$ cat src/rtl/inverse_actuator_pkg.sv
// ---------------------------------------------------------------------------
// inv_act_pkg
// Shared definitions for the inverse actuator: one-hot FSM state encoding,
// default parameter values and the saturation constants for a given output
// width.
// Optional build macro (consumed by inverse_actuator): INV_ACT_ROUND_EN.
// ---------------------------------------------------------------------------
package inv_act_pkg;

   localparam int DEF_DATA_W = 16;
   localparam int DEF_FRAC   = 14;
   localparam int DEF_OUT_W  = 32;

   // One-hot FSM state, 4 bits
   typedef logic [3:0] state_t;

   localparam state_t ST_IDLE   = 4'b0001;
   localparam state_t ST_PREP   = 4'b0010;
   localparam state_t ST_DIV    = 4'b0100;
   localparam state_t ST_FINISH = 4'b1000;

   // Largest positive value of a signed outW-bit word (outW <= 64)
   function automatic logic signed [63:0] SAT_POS(input int outW);
      return (64'sd1 <<< (outW - 1)) - 64'sd1;
   endfunction

   // Symmetric negative limit, -(2^(outW-1)-1)
   function automatic logic signed [63:0] SAT_NEG(input int outW);
      return -SAT_POS(outW);
   endfunction

endpackage

$ cat src/rtl/inverse_actuator_if.sv
// ---------------------------------------------------------------------------
// inverse_actuator_if
// Request/result bundle of the inverse actuator.
//   iData     : signed Q(FRAC) activation value y
//   iEn       : start request, honoured only while the block is idle
//   oData     : signed Q(FRAC) result x = y/(1-|y|)
//   oComplete : one-cycle pulse, oData/oSat newly valid
//   oBusy     : high while an operation is in flight
//   oSat      : result was saturated, valid with oData
// Handshake: a request is taken on a rising edge where iEn=1 and oBusy=0;
// there is no back-pressure on the result, which is announced by oComplete
// and then held until the next result replaces it.
// Optional build macro (consumed by inverse_actuator): INV_ACT_ROUND_EN.
// ---------------------------------------------------------------------------
interface inverse_actuator_if #(
   parameter int DATA_W = inv_act_pkg::DEF_DATA_W,
   parameter int OUT_W  = inv_act_pkg::DEF_OUT_W
) ();

   logic signed [DATA_W-1:0] iData;
   logic                     iEn;
   logic signed [OUT_W-1:0]  oData;
   logic                     oComplete;
   logic                     oBusy;
   logic                     oSat;

   modport master (
      output iData, iEn,
      input  oData, oComplete, oBusy, oSat
   );

   modport slave (
      input  iData, iEn,
      output oData, oComplete, oBusy, oSat
   );

endinterface

$ cat src/rtl/inverse_actuator_serial_divider.sv
// ---------------------------------------------------------------------------
// serial_divider
// Unsigned restoring long division, one quotient bit per clock, MSB first.
// The first step is taken on the same edge that loads the operands, so
// ITER steps finish ITER edges after iStart and oComplete pulses in the
// cycle following the last step.
//   iClk, iRst_n : clock, synchronous active-low reset
//   iStart       : load operands and perform the first step
//   iDividend    : DIVIDEND_W-bit unsigned dividend
//   iDivisor     : DIVISOR_W-bit unsigned divisor (non-zero)
//   oQuotient    : quotient, valid with oComplete
//   oRemainder   : final partial remainder, valid with oComplete
//   oComplete    : one-cycle pulse after the last step
// Optional build macro (consumed by inverse_actuator): INV_ACT_ROUND_EN.
// ---------------------------------------------------------------------------
module serial_divider #(
   parameter int DIVIDEND_W = 28,
   parameter int DIVISOR_W  = 15,
   parameter int ITER       = DIVIDEND_W
) (
   input  logic                  iClk,
   input  logic                  iRst_n,
   input  logic                  iStart,
   input  logic [DIVIDEND_W-1:0] iDividend,
   input  logic [DIVISOR_W-1:0]  iDivisor,
   output logic [DIVIDEND_W-1:0] oQuotient,
   output logic [DIVISOR_W-1:0]  oRemainder,
   output logic                  oComplete
);

   localparam int CNT_W = $clog2(ITER + 1);

   logic [DIVISOR_W-1:0]  remReg;
   logic [DIVISOR_W-1:0]  divReg;
   logic [DIVIDEND_W-1:0] quoReg;
   logic [CNT_W-1:0]      cnt;
   logic                  busy;

   logic [DIVISOR_W-1:0]  srcRem;
   logic [DIVISOR_W-1:0]  srcDiv;
   logic [DIVIDEND_W-1:0] srcQuo;
   logic [DIVISOR_W:0]    trial;
   logic [DIVISOR_W:0]    diff;
   logic                  take;
   logic [DIVISOR_W-1:0]  nextRem;

   // On iStart the step works on the fresh operands instead of the registers
   always_comb begin
      srcRem  = iStart ? '0 : remReg;
      srcDiv  = iStart ? iDivisor : divReg;
      srcQuo  = iStart ? iDividend : quoReg;
      trial   = {srcRem, srcQuo[DIVIDEND_W-1]};
      diff    = trial - {1'b0, srcDiv};
      take    = (trial >= {1'b0, srcDiv});
      // The restored remainder is always below the divisor, so it fits
      nextRem = take ? diff[DIVISOR_W-1:0] : trial[DIVISOR_W-1:0];
   end

   always_ff @(posedge iClk) begin
      if (!iRst_n) begin
         remReg    <= '0;
         divReg    <= '0;
         quoReg    <= '0;
         cnt       <= '0;
         busy      <= 1'b0;
         oComplete <= 1'b0;
      end else begin
         oComplete <= 1'b0;
         if (iStart || busy) begin
            remReg <= nextRem;
            divReg <= srcDiv;
            // Dividend bits shift out at the top while quotient bits enter
            quoReg <= {srcQuo[DIVIDEND_W-2:0], take};
            if (iStart) begin
               cnt       <= CNT_W'(1);
               busy      <= (ITER > 1);
               oComplete <= (ITER == 1);
            end else begin
               cnt <= cnt + 1'b1;
               if (cnt == CNT_W'(ITER - 1)) begin
                  busy      <= 1'b0;
                  oComplete <= 1'b1;
               end
            end
         end
      end
   end

   assign oQuotient  = quoReg;
   assign oRemainder = remReg;

endmodule

$ cat src/rtl/inverse_actuator.sv
// ---------------------------------------------------------------------------
// inverse_actuator
// Computes x = y/(1-|y|) for a signed Q(FRAC) input, result in signed
// Q(FRAC) on OUT_W bits. Magnitudes |y| >= 1.0 saturate to +/-(2^(OUT_W-1)-1).
//   iClk    : clock
//   iRst_n  : synchronous active-low reset
//   bus     : inverse_actuator_if.slave (iData, iEn, oData, oComplete,
//             oBusy, oSat)
//   oState  : one-hot FSM state (IDLE, PREP, DIV, FINISH) for observation
// Latency from the accepting edge to the edge raising oComplete is
// 2*FRAC+2 cycles, or 2 cycles when saturating.
// Build macro INV_ACT_ROUND_EN: when defined, the quotient magnitude is
// rounded to nearest (ties up) instead of truncated; latency is unchanged.
// ---------------------------------------------------------------------------
module inverse_actuator
   import inv_act_pkg::*;
#(
   parameter int DATA_W = DEF_DATA_W,
   parameter int FRAC   = DEF_FRAC,
   parameter int OUT_W  = DEF_OUT_W
) (
   input  logic               iClk,
   input  logic               iRst_n,
   inverse_actuator_if.slave  bus,
   output state_t             oState
);

   localparam int QW = 2 * FRAC;

   // 1.0 in Q(FRAC), sized like the magnitude
   localparam logic [DATA_W:0] ONE_M =
      {{(DATA_W - FRAC){1'b0}}, 1'b1, {FRAC{1'b0}}};

   localparam logic signed [OUT_W-1:0] SAT_P = OUT_W'(SAT_POS(OUT_W));
   localparam logic signed [OUT_W-1:0] SAT_N = OUT_W'(SAT_NEG(OUT_W));

   state_t              state;
   logic [DATA_W-1:0]   yReg;
   logic                signReg;
   logic                satReg;

   logic                ySign;
   logic [DATA_W:0]     yExt;
   logic [DATA_W:0]     mag;
   logic                satNow;
   logic [QW-1:0]       dividend;
   logic [FRAC:0]       divisor;
   logic                divStart;

   logic [QW-1:0]       divQuo;
   logic [FRAC:0]       divRem;
   logic                divComplete;

   logic [QW:0]             magOut;
   logic signed [OUT_W-1:0] magExt;
   logic signed [OUT_W-1:0] result;

   // Sign/magnitude split of the captured value. The extra magnitude bit
   // keeps |-2^(DATA_W-1)| representable so it saturates like any |y|>=1.
   assign ySign    = yReg[DATA_W-1];
   assign yExt     = {ySign, yReg};
   assign mag      = ySign ? (~yExt + 1'b1) : yExt;
   assign satNow   = (mag >= ONE_M);
   // Below saturation the magnitude fits in FRAC bits
   assign dividend = {mag[FRAC-1:0], {FRAC{1'b0}}};
   assign divisor  = ONE_M[FRAC:0] - mag[FRAC:0];
   assign divStart = (state == ST_PREP) && !satNow;

   serial_divider #(
      .DIVIDEND_W (QW),
      .DIVISOR_W  (FRAC + 1),
      .ITER       (QW)
   ) u_div (
      .iClk       (iClk),
      .iRst_n     (iRst_n),
      .iStart     (divStart),
      .iDividend  (dividend),
      .iDivisor   (divisor),
      .oQuotient  (divQuo),
      .oRemainder (divRem),
      .oComplete  (divComplete)
   );

`ifdef INV_ACT_ROUND_EN
   logic [FRAC:0] divisorReg;
   logic          roundUp;

   always_ff @(posedge iClk) begin
      if (!iRst_n) begin
         divisorReg <= '0;
      end else if (state == ST_PREP) begin
         divisorReg <= divisor;
      end
   end

   // Round half up: the discarded fraction is remainder/divisor
   assign roundUp = ({divRem, 1'b0} >= {1'b0, divisorReg});
   assign magOut  = {1'b0, divQuo} + {{QW{1'b0}}, roundUp};
`else
   logic unusedRem;

   assign unusedRem = ^divRem;
   assign magOut    = {1'b0, divQuo};
`endif

   // OUT_W >= 2*FRAC+1, so the magnitude zero-extends without loss
   assign magExt = OUT_W'(magOut);
   assign result = signReg ? -magExt : magExt;

   always_ff @(posedge iClk) begin
      if (!iRst_n) begin
         state         <= ST_IDLE;
         yReg          <= '0;
         signReg       <= 1'b0;
         satReg        <= 1'b0;
         bus.oData     <= '0;
         bus.oSat      <= 1'b0;
         bus.oComplete <= 1'b0;
      end else begin
         bus.oComplete <= 1'b0;
         case (state)
            ST_IDLE: begin
               if (bus.iEn) begin
                  yReg  <= bus.iData;
                  state <= ST_PREP;
               end
            end
            ST_PREP: begin
               signReg <= ySign;
               satReg  <= satNow;
               state   <= satNow ? ST_FINISH : ST_DIV;
            end
            ST_DIV: begin
               if (divComplete) begin
                  state <= ST_FINISH;
               end
            end
            ST_FINISH: begin
               if (satReg) begin
                  bus.oData <= signReg ? SAT_N : SAT_P;
               end else begin
                  bus.oData <= result;
               end
               bus.oSat      <= satReg;
               bus.oComplete <= 1'b1;
               state         <= ST_IDLE;
            end
            default: begin
               state <= ST_IDLE;
            end
         endcase
      end
   end

   assign bus.oBusy = (state != ST_IDLE);
   assign oState    = state;

endmodule

$ cat src/flat_wrapper.sv
// flat-port wrapper written by rule: the top's interface ports become plain ports
module inverse_actuator_flat import inv_act_pkg::*;
#(
   parameter int DATA_W = DEF_DATA_W,
   parameter int FRAC   = DEF_FRAC,
   parameter int OUT_W  = DEF_OUT_W
)
  (iClk, iRst_n, oState, bus_iData, bus_iEn, bus_oData, bus_oComplete, bus_oBusy, bus_oSat);
  inverse_actuator_if #(.DATA_W(DATA_W), .OUT_W(OUT_W)) bus_i ();
  input  logic iClk;
  input  logic iRst_n;
  output state_t oState;
  input wire logic [$bits(bus_i.iData)-1:0] bus_iData;
  input wire logic [$bits(bus_i.iEn)-1:0] bus_iEn;
  output wire logic [$bits(bus_i.oData)-1:0] bus_oData;
  output wire logic [$bits(bus_i.oComplete)-1:0] bus_oComplete;
  output wire logic [$bits(bus_i.oBusy)-1:0] bus_oBusy;
  output wire logic [$bits(bus_i.oSat)-1:0] bus_oSat;
  assign bus_i.iData = bus_iData;
  assign bus_i.iEn = bus_iEn;
  assign bus_oData = bus_i.oData;
  assign bus_oComplete = bus_i.oComplete;
  assign bus_oBusy = bus_i.oBusy;
  assign bus_oSat = bus_i.oSat;
  inverse_actuator #(.DATA_W(DATA_W), .FRAC(FRAC), .OUT_W(OUT_W)) u_core (.iClk(iClk), .iRst_n(iRst_n), .bus(bus_i), .oState(oState));
endmodule
$ cat config.mk
export PLATFORM = sky130hd
export DESIGN_NAME = inverse_actuator_flat
export DESIGN_NICKNAME = d
export VERILOG_FILES = /design/src/rtl/inverse_actuator_pkg.sv /design/src/rtl/inverse_actuator_if.sv /design/src/rtl/inverse_actuator_serial_divider.sv /design/src/rtl/inverse_actuator.sv /design/src/flat_wrapper.sv
export SDC_FILE = /design/constraint.sdc
export NUM_CORES = 1
export LEC_CHECK = 0
export ABC_AREA = 1
export CORE_MARGIN = 2
export CORE_UTILIZATION = 64
export DETAILED_ROUTE_END_ITERATION = 7
export HOLD_SLACK_MARGIN = 0.08
export PLACE_DENSITY = 0.92
export SETUP_SLACK_MARGIN = 0.2
export SKIP_CTS_REPAIR_TIMING = 1
export SYNTH_ARGS = -nofsm -noshare
export SYNTH_HDL_FRONTEND = slang
export SYNTH_HIERARCHICAL = 1
export SYNTH_SLANG_ARGS = --single-unit
$ cat constraint.sdc
create_clock -name iClk -period 7.4 [get_ports iClk]
set_input_delay 1.48 -clock iClk [delete_from_list [all_inputs] [get_ports iClk]]
set_output_delay 1.48 -clock iClk [all_outputs]
set_load 0.03 [all_outputs]
; ---- Word level (Yosys, flattened, before mapping)
; Index checks and enable logic that the tools add are counted.
[classes]
div = 0
eq_ne = 8
multipliers = 0
mux = 17
bitwise_logic = 3
magnitude_cmp = 2
add_sub_neg = 5
n_shift = 0
reduce_logical = 8
[op_table]
columns = op, n
row1 = $mux 32, 3
row2 = $mux 15, 3
row3 = $neg 28->32, 1
row4 = $mux 28, 1
row5 = $add 17x1->17 const B, 1
row6 = $ge 17x15->1 const B, 1
row7 = $mux 17, 1
row8 = $not 17->17, 1
row9 = $ge 16x15->1, 1
row10 = $sub 15x15->15, 1
row11 = $sub 15x15->15 const A, 1
row12 = $mux 4, 3
row13 = $pmux 4 s3, 1
row14 = $reduce_and 2->1, 3
row15 = $add 5x1->5 const B, 1
row16 = $eq 5x5->1 const B, 1
row17 = $mux 5, 1
row18 = $eq 4x1->1 const B, 1
row19 = $eq 4x2->1 const B, 1
row20 = $eq 4x3->1 const B, 1
row21 = $eq 4x4->1 const B, 1
row22 = $mux 1, 4
row23 = $ne 2x2->1 const B, 2
row24 = $ne 4x1->1 const B, 1
row25 = 6 further kinds, 7
[totals]
in_bits = 19
out_inout_bits = 39
memories = 0
latch_bits = 0
romBits = 0
ff_bits = 121
wordCells = 56
ramBits = 0

; ---- Logic depth before layout (Yosys ltp)
[logic_depth]
ltp_word = 9
depth_mapped = 30
depth_no_buf = 28

; ---- Modules after synthesis
; The synthesis kept the hierarchy.
[modules_own_cells]
columns = module, seq_area_each_um2, area_each_um2, cells_each, instances
row1 = serial_divider, 1301.2, 3843.7, 574, 1
row2 = inverse_actuator, 1121.1, 3726.1, 602, 1

; ---- Worst setup path after synthesis
; OpenSTA, ideal clock, no wires.
[synth_path]
path_kind = flip-flop to flip-flop
from = reg u_core.yReg[0]
to = reg u_core.u_div.remReg[4], in the netlist u_core/u_div/oRemainder[4]
n_path_buf = 4
setup_time_ns = 0.109
required_time_ns = 7.291
setup_slack_ns = 3.791
stages_incl_launch_ff = 28
arrival_ns = 3.500
period_less_slack_ns = 3.609
path_cell_list = dfxtp_1 -> inv_4 -> ha_1 -> nand2_1 -> nand2_2 -> nand3_1 -> nor2_1 -> nand2_1 -> nand2_1 -> inv_2 -> nand3_1 -> inv_1 -> buf_6 -> buf_2 -> buf_2 -> mux2i_1 -> ha_1 -> nand2_2 -> inv_1 -> a21oi_1 -> nand3_2 -> nand2_4 -> nand2_4 -> buf_8 -> nand2_1 -> nand3_1 -> nand2_1 -> inv_1
[synth_via]
elab_chain_len = 9
elab_cells_between_ends = 14
classes_between = add/sub (3) / order compare (2) / mux (5) / bitwise (1) / reduce/logical (3)
[synth_lines]
columns = element, line_no
row1 = "start, declared", inverse_actuator.sv:38  ; logic [DATA_W-1:0] yReg;
row2 = "start signal, assigned", inverse_actuator.sv:124  ; yReg <= bus.iData;
row3 = $not 17->17, inverse_actuator.sv:62  ; assign mag = ySign ? (~yExt + 1'b1) : yExt;
row4 = $add 17x1->17, inverse_actuator.sv:62
row5 = $mux 17 (*), inverse_actuator.sv:62
row6 = $ge 17x15->1 (*), inverse_actuator.sv:63  ; assign satNow = (mag >= ONE_M);
row7 = $logic_not 1->1 (*), inverse_actuator.sv:67  ; assign divStart = (state == ST_PREP) && !satNow;
row8 = $logic_and 1x1->1 (*), inverse_actuator.sv:67
row9 = net u_core.divStart, inverse_actuator.sv:48  ; logic divStart;
row10 = $mux 28 (tied with other cells), inverse_actuator_serial_divider.sv:51  ; srcQuo = iStart ? iDividend : quoReg;
row11 = $sub 15x15->15 / $ge 16x15->1 (equally long branches), "inverse_actuator_serial_divider.sv:53, inverse_actuator_serial_divider.sv:54"
row12 = $mux 15, inverse_actuator_serial_divider.sv:56  ; nextRem = take ? diff[DIVISOR_W-1:0] : trial[DIVISOR_W-1:0];
row13 = "end signal, assigned", inverse_actuator_serial_divider.sv:70  ; remReg <= nextRem;
row14 = "end, declared", inverse_actuator_serial_divider.sv:33  ; logic [DIVISOR_W-1:0] remReg;
; Mark *: on every way through the listed nets, which the timed path passes. The rest lies on a longest branch.
; A chain may end at the register's enable or synchronous reset.

; ---- Worst setup path in the final report
[layout_path]
from = reg u_core.yReg[15]
to = reg u_core.u_div.remReg[7], in the netlist u_core/u_div/oRemainder[7]
; Same word-level chain as after synthesis.

==> flow_metrics.tcl <==
set metrics [dict create \
    clock_tree.htree_level_count 4 \
    irDropWorstVdd_mv 0.336 \
    floorplan.initialDensity_pct 66.0 \
    drt-vias-per-instance 5.65 \
    floorplan.rows 39 \
    netlist.area_leader.share_pct 32.0 \
    grt_remaining_overflow 0 \
    post-synth-top-area-cell "sky130_fd_sc_hd__dfxtp_1" \
    multi_input_area_sq_um 4290 \
    routed_wire_length_per_instance_um 14.6 \
    top_layer "met4" \
    numPortBuffers 57 \
    floorplan.die.width_um 113 \
    hold_path.class "flip-flop to flip-flop" \
    clock_tree.root_cell "sky130_fd_sc_hd__clkbuf_16" \
    crit_path_start "u_core/yReg[15]" \
    tritoncts_clock_tree "yes" \
    layout.cells.most_common "sky130_fd_sc_hd__nand2_1" \
    hold_violations 0 \
    r2r_slack_ns 2.65 \
    timing_worst_setup_path_type "flip-flop to flip-flop" \
    detailroute.wirelength.met2_um 9170 \
    antenna_found_initial 1 \
    path_clk_slew_ns 0.06 \
    initialDrtViolationCount 943 \
    setup_tns_ns 0 \
    syn_area_sq_um 7570 \
    worst_ep_arrival_time_ns 5.07 \
    route.layer.met1.wl_um 8750 \
    worstReg2RegStart "u_core/yReg[15]" \
    cts-buffers-inserted 17 \
    timing.critical_path.cells "nand2_1 > nand3_1 > nor2_1 > nand2_1 > nand2_1 > inv_2 > nand3_1 > inv_2 > buf_4 > mux2i_1 > ha_1 > fa_1 > inv_1 > nand3_1 > nand2_1 > nand2_1 > nand3_2 > nand2_4 > nand2_4 > inv_2 > nand2_1 > nand3_1 > nand2_1 > inv_1" \
    design.core.area_sq_um 11500 \
    layout_cells_sized_above_1_pct 7.84 \
    wl_met3_um 1470 \
    all_layer_gr_usage_pct 32.0 \
    wl_um 20200 \
    fmaxAchievable_ghz 0.210 \
    clock_skew_ns 0.00827 \
    timing.critical_path.to_type "flip-flop" \
    syn_area_per_cell_sq_um 6.44 \
    slew_viol_final 0 \
    status "finished clean" \
    grt_first_pass_wirelength_um 33100 \
    leakagePower_nw 4.15 \
    cts.path.max_buffers 2 \
    finalSetupViolCount 0 \
    synth.top_cells.by_area "sky130_fd_sc_hd__dfxtp_1 32%, sky130_fd_sc_hd__nand2_1 13%, sky130_fd_sc_hd__inv_1 8.4%" \
    cts_num_sinks 121 \
    dieArea_sq_um 12700 \
    route.vias.total 7805 \
    maxCapViolCount 0 \
    remaining_drc_errors 0 \
    critical_path.most_common_cell "sky130_fd_sc_hd__nand2_1" \
    power.total_mw 2.43 \
    finalWeightedCongestion 0.963 \
    layout-area-overhead-vs-synth_pct 15.8 \
    maximum_number_of_pins_on_one_net_before_global_route_repair 87 \
    detailedRoute.firstPassIterationCount 6 \
    n_fill_cell 878 \
    worst_pin_slew_ns 1.00 \
    synth_cell_types 50 \
    hp-start "u_core/bus.oData[30]" \
    p_per_area_nw_per_um2 277 \
    critPathLaunchType "flip-flop" \
    via_count_of_the_first_global_routing_pass 7046 \
    die_h_um 113 \
    maxSlewHeadroom_pct 33.1 \
    yosys_warnings 6 \
    synth_sequential_area_ratio_pct 32.0 \
    synth_seq_cells 121 \
    num-nets-final 1264 \
    minimum_period_implied_by_the_final_worst_setup_slack_ns 4.75 \
    dpl.hpwl_um 14100 \
    crit_path_required_time_ns 7.72 \
    max_stage_delay_ns 0.80 \
    worstSkewPairLatency_ns 0.42 \
    hold_slack_ns 0.468 \
    rsz0062_at_grt "no" \
    cpMaxStageDelayCell "sky130_fd_sc_hd__dfxtp_1" \
    synth_cells 1176 \
    path_max_fanout 38 \
    layout_common_cells "264 x sky130_fd_sc_hd__nand2_1, 169 x sky130_fd_sc_hd__inv_1, 129 x sky130_fd_sc_hd__nor2_1, 121 x sky130_fd_sc_hd__dfxtp_1, 103 x sky130_fd_sc_hd__nand3_1" \
    remaining_number_of_nets_flagged_by_the_antenna_check_after_routing 0 \
    register_area_sq_um 2420 \
    final_min_period_over_clock_period_pct 64.2 \
    design.portCount 58 \
]
worst max-delay path, delay by kind of cell, from the launching register on:
| kind | cells | cell delay (ns) |
|---|---|---|
| mux | 1 | 0.20 |
| flops | 1 | 0.80 |
| fa+ha+maj | 2 | 0.68 |
| simple gates | 15 | 1.63 |
| buf+inv | 6 | 1.29 |
final timing paths:
check                                     to  depth (start not counted)
setup reg to reg  u_core/u_div/oRemainder[7]                         24
hold reg to reg         u_core/bus.oData[30]                          2
hold / removal          u_core/bus.oData[30]                          2
setup / recovery  u_core/u_div/oRemainder[7]                         24
layout make-up:
cell class | count | share of cell area, %
diodes | 1 | 0.0286
clock inverters | 15 | 1.74
clock buffers | 17 | 4.86
repair buffers | 61 | 6.80
multi-input cells | 841 | 49.0
flip-flops and latches | 121 | 27.6
well taps | 143 | 2.04
inverters | 183 | 7.93
synthesized netlist by cell type, drive strengths merged:
library cell and count:
nand2 285, a31o 1, o211ai 5, buf 17, ha 19, clkinv 3
nand3b 6, o21a 1, inv 180, nand4 17, xnor2 7, a31oi 3
a21oi 76, o21bai 1, mux2i 14, xor2 12, fa 1, a211oi 1
o311ai 1, conb 1, and3 1, clkbuf 27, dfxtp 121, nor3 13
o21ai 95, nand3 106, o22ai 1, or2 7, o221ai 12, a22oi 2
nor2 140
power by group:
group / internal, mW / leakage [nW] / switching, mW
registers: 0.689 / 0.980 / 0.0368
clock network: 0.494 / 0.271 / 0.315
logic: 0.286 / 2.90 / 0.609
total: 1.47 / 4.15 / 0.961
logic make-up (layout without fill, tap and decap cells):
logic type | Yosys count | in the layout | synth area share (%)
buf+inv | 227 | 276 | 12.0
mux | 14 | 14 | 1.85
fa+ha+maj | 20 | 20 | 3.40
flops | 121 | 121 | 32.0
xor+xnor | 19 | 19 | 2.20
other cells | 1 | 15 | 0.0495
compound gates | 199 | 199 | 14.6
simple gates | 575 | 575 | 34.0
layer usage:
| layer | vias up | GRT usage, % |
|---|---|---|
| li1 | 3861 | - |
| met3 | 69 | 6.64 |
| met2 | 344 | 50.7 |
| met1 | 3531 | 41.7 |
| met4 | 0 | 15.5 |
| met5 | - | 0 |
per-stage QoR:
stage | utilization [%] | cells | setup WS, ns | instance area, sq um
finish | 76.4 | 1382 | 2.65 | 8760
global route | 76.4 | 1381 | 2.15 | 8760
CTS | 76.4 | 1381 | 2.69 | 8760
detailed placement | 71.3 | 1349 | 2.71 | 8180
global placement | 71.3 | 1349 | 2.94 | 8180
floorplan | - | 1189 | 3.79 | 7620
sequential cells by signal, summed over array words and instances, names as in the netlist, 4 cells and up:
name / count
u_core/bus.oData: 32
u_core/u_div/oQuotient: 28
u_core/yReg: 16
u_core/u_div/divReg: 15
u_core/u_div/oRemainder: 15
u_core/u_div/cnt: 5
u_core/oState: 4
(Power assumes the default switching activity.)
==> patch (same flow settings) <==
Build with the macro `INV_ACT_ROUND_EN` defined.
--- a/src/rtl/inverse_actuator.sv
+++ b/src/rtl/inverse_actuator.sv
@@ -13,4 +13,6 @@
 // rounded to nearest (ties up) instead of truncated; latency is unchanged.
 // ---------------------------------------------------------------------------
+`define INV_ACT_ROUND_EN
+
 module inverse_actuator
    import inv_act_pkg::*;
Function: no difference found for any inputs over 10 cycles, from zero or initial values and one cycle with iRst_n low; that may be too few to reach the edited logic, so the function may still have changed.
==> patch against the original RTL <==
  * Sequential power grew 12%
  * Die area grew 23%
  * Via count grew 27%
  * Routed wire length grew 31%
  * Sequential cell count grew 15
  * Power grew 11%
  * Global-route usage grew 1.8 points
  * Area after synthesis grew 24%
  * Design area grew 22%
  * Worst setup slack lost 0.24 ns
  * Largest cell class unchanged
  * Largest power group unchanged
==> patch: results <==
[global_route]
antenna_found_initial = 0
largest_net_degree_at_the_start_of_global_routing = 89
grt_usage_pct = 33.8
use_met3_pct = 5.69
met2_usage_pct = 59.1
grt_use_met1_pct = 38.4
global_route_wire_length_before_repair_um = 43600
vias_in_the_first_global_route = 9445

[status]
run_status = finished clean

[drt]
met3_routed_wirelength_um = 1850
drtPass1Iterations = 7
number_of_violations_reported_at_the_end_of_detailed_routing_iteration_0 = 1020
route.layer.met1.wl_um = 10000
finalWirelength_um = 26400
routed-wl-met2_um = 13000

[yosys]
syn_inst = 1496
part_of_the_yosys_area_used_for_sequential_elements_pct = 29.0
synthTopCellsByCount = sky130_fd_sc_hd__nand2_1, sky130_fd_sc_hd__inv_1, sky130_fd_sc_hd__nor2_1
synth.distinct_cells = 51
ys_top_cells_by_area = sky130_fd_sc_hd__dfxtp_1, sky130_fd_sc_hd__nand2_1, sky130_fd_sc_hd__inv_1

[timing]
hold-worst-slack_ns = 0.473
max_slew.worst_pin.slew_ns = 1.12
fmaxAchievable_mhz = 200
fin_worst_skew_ns = 0.0181

[power_and_ir_drop]
switchingPower_mw = 1.08
p_per_cell_area_nw_per_um2 = 254
comb-power_mw = 1.02
vdd.ir_drop.worst_v = 0.000166
share_clk_of_total_power_pct = 32.5
comb_power_share_pct = 37.6

[cells_and_area]
fraction_of_final_layout_cells_sized_beyond_drive_strength_1_pct = 7.46
n_fill_cell = 1093
antenna-diode-count = 0
final_cells = 1738

[setup_path]
maximum_fanout_along_the_worst_path = 50
slowest_delay_ns = 0.55
critical-path-slowest-cell = sky130_fd_sc_hd__buf_4
critPathArrivalTime_ns = 5.30
r2r_setup_slack_ns = 2.41

[placed_design]
dpl_cell_area_um2 = 10000
finalWeightedCongestion = 0.928
dpl_worst_slack_ns = 2.62
[patch: cell count changes after synthesis, moves of 6 or more]
cell / unedited run / this run
sky130_fd_sc_hd__a21oi_1: 73 / 98
sky130_fd_sc_hd__dfxtp_1: 121 / 136
sky130_fd_sc_hd__ha_1: 19 / 35
sky130_fd_sc_hd__inv_1: 170 / 241
sky130_fd_sc_hd__nand2_1: 264 / 358
sky130_fd_sc_hd__nand2_2: 12 / 19
sky130_fd_sc_hd__nor2_1: 129 / 157
sky130_fd_sc_hd__nor2_4: 3 / 9
sky130_fd_sc_hd__o21ai_0: 89 / 98
sky130_fd_sc_hd__xor2_1: 12 / 21
[patch: kinds of logic (layout without fill, tap and decap cells)]
family / after synthesis / in the layout / synth area share (%)
simple gates: 728 / 728 / 34.4
buf+inv: 301 / 346 / 12.5
compound gates: 253 / 253 / 15.1
flops: 136 / 136 / 29.0
fa+ha+maj: 36 / 36 / 4.88
xor+xnor: 27 / 27 / 2.60
mux: 14 / 14 / 1.49
other cells: 1 / 14 / 0.0400
[patch: worst paths after layout]
| kind | startpoint | end | depth (start not counted) |
|---|---|---|---|
| worst min-delay path | u_core/bus.oData[31] | u_core/bus.oData[31] | 2 |
| worst min register to register | u_core/bus.oData[31] | u_core/bus.oData[31] | 2 |
| worst max register to register | u_core/yReg[0] | u_core/u_div/oRemainder[7] | 29 |
| worst max-delay path | u_core/yReg[0] | u_core/u_div/oRemainder[7] | 29 |
[patch: final cells by class]
cell class,count,area share [%]
multi-input cells,1072,52.0
flip-flops and latches,136,25.5
inverters,253,8.95
repair buffers,61,5.58
clock buffers,17,3.99
well taps,184,2.16
clock inverters,15,1.80
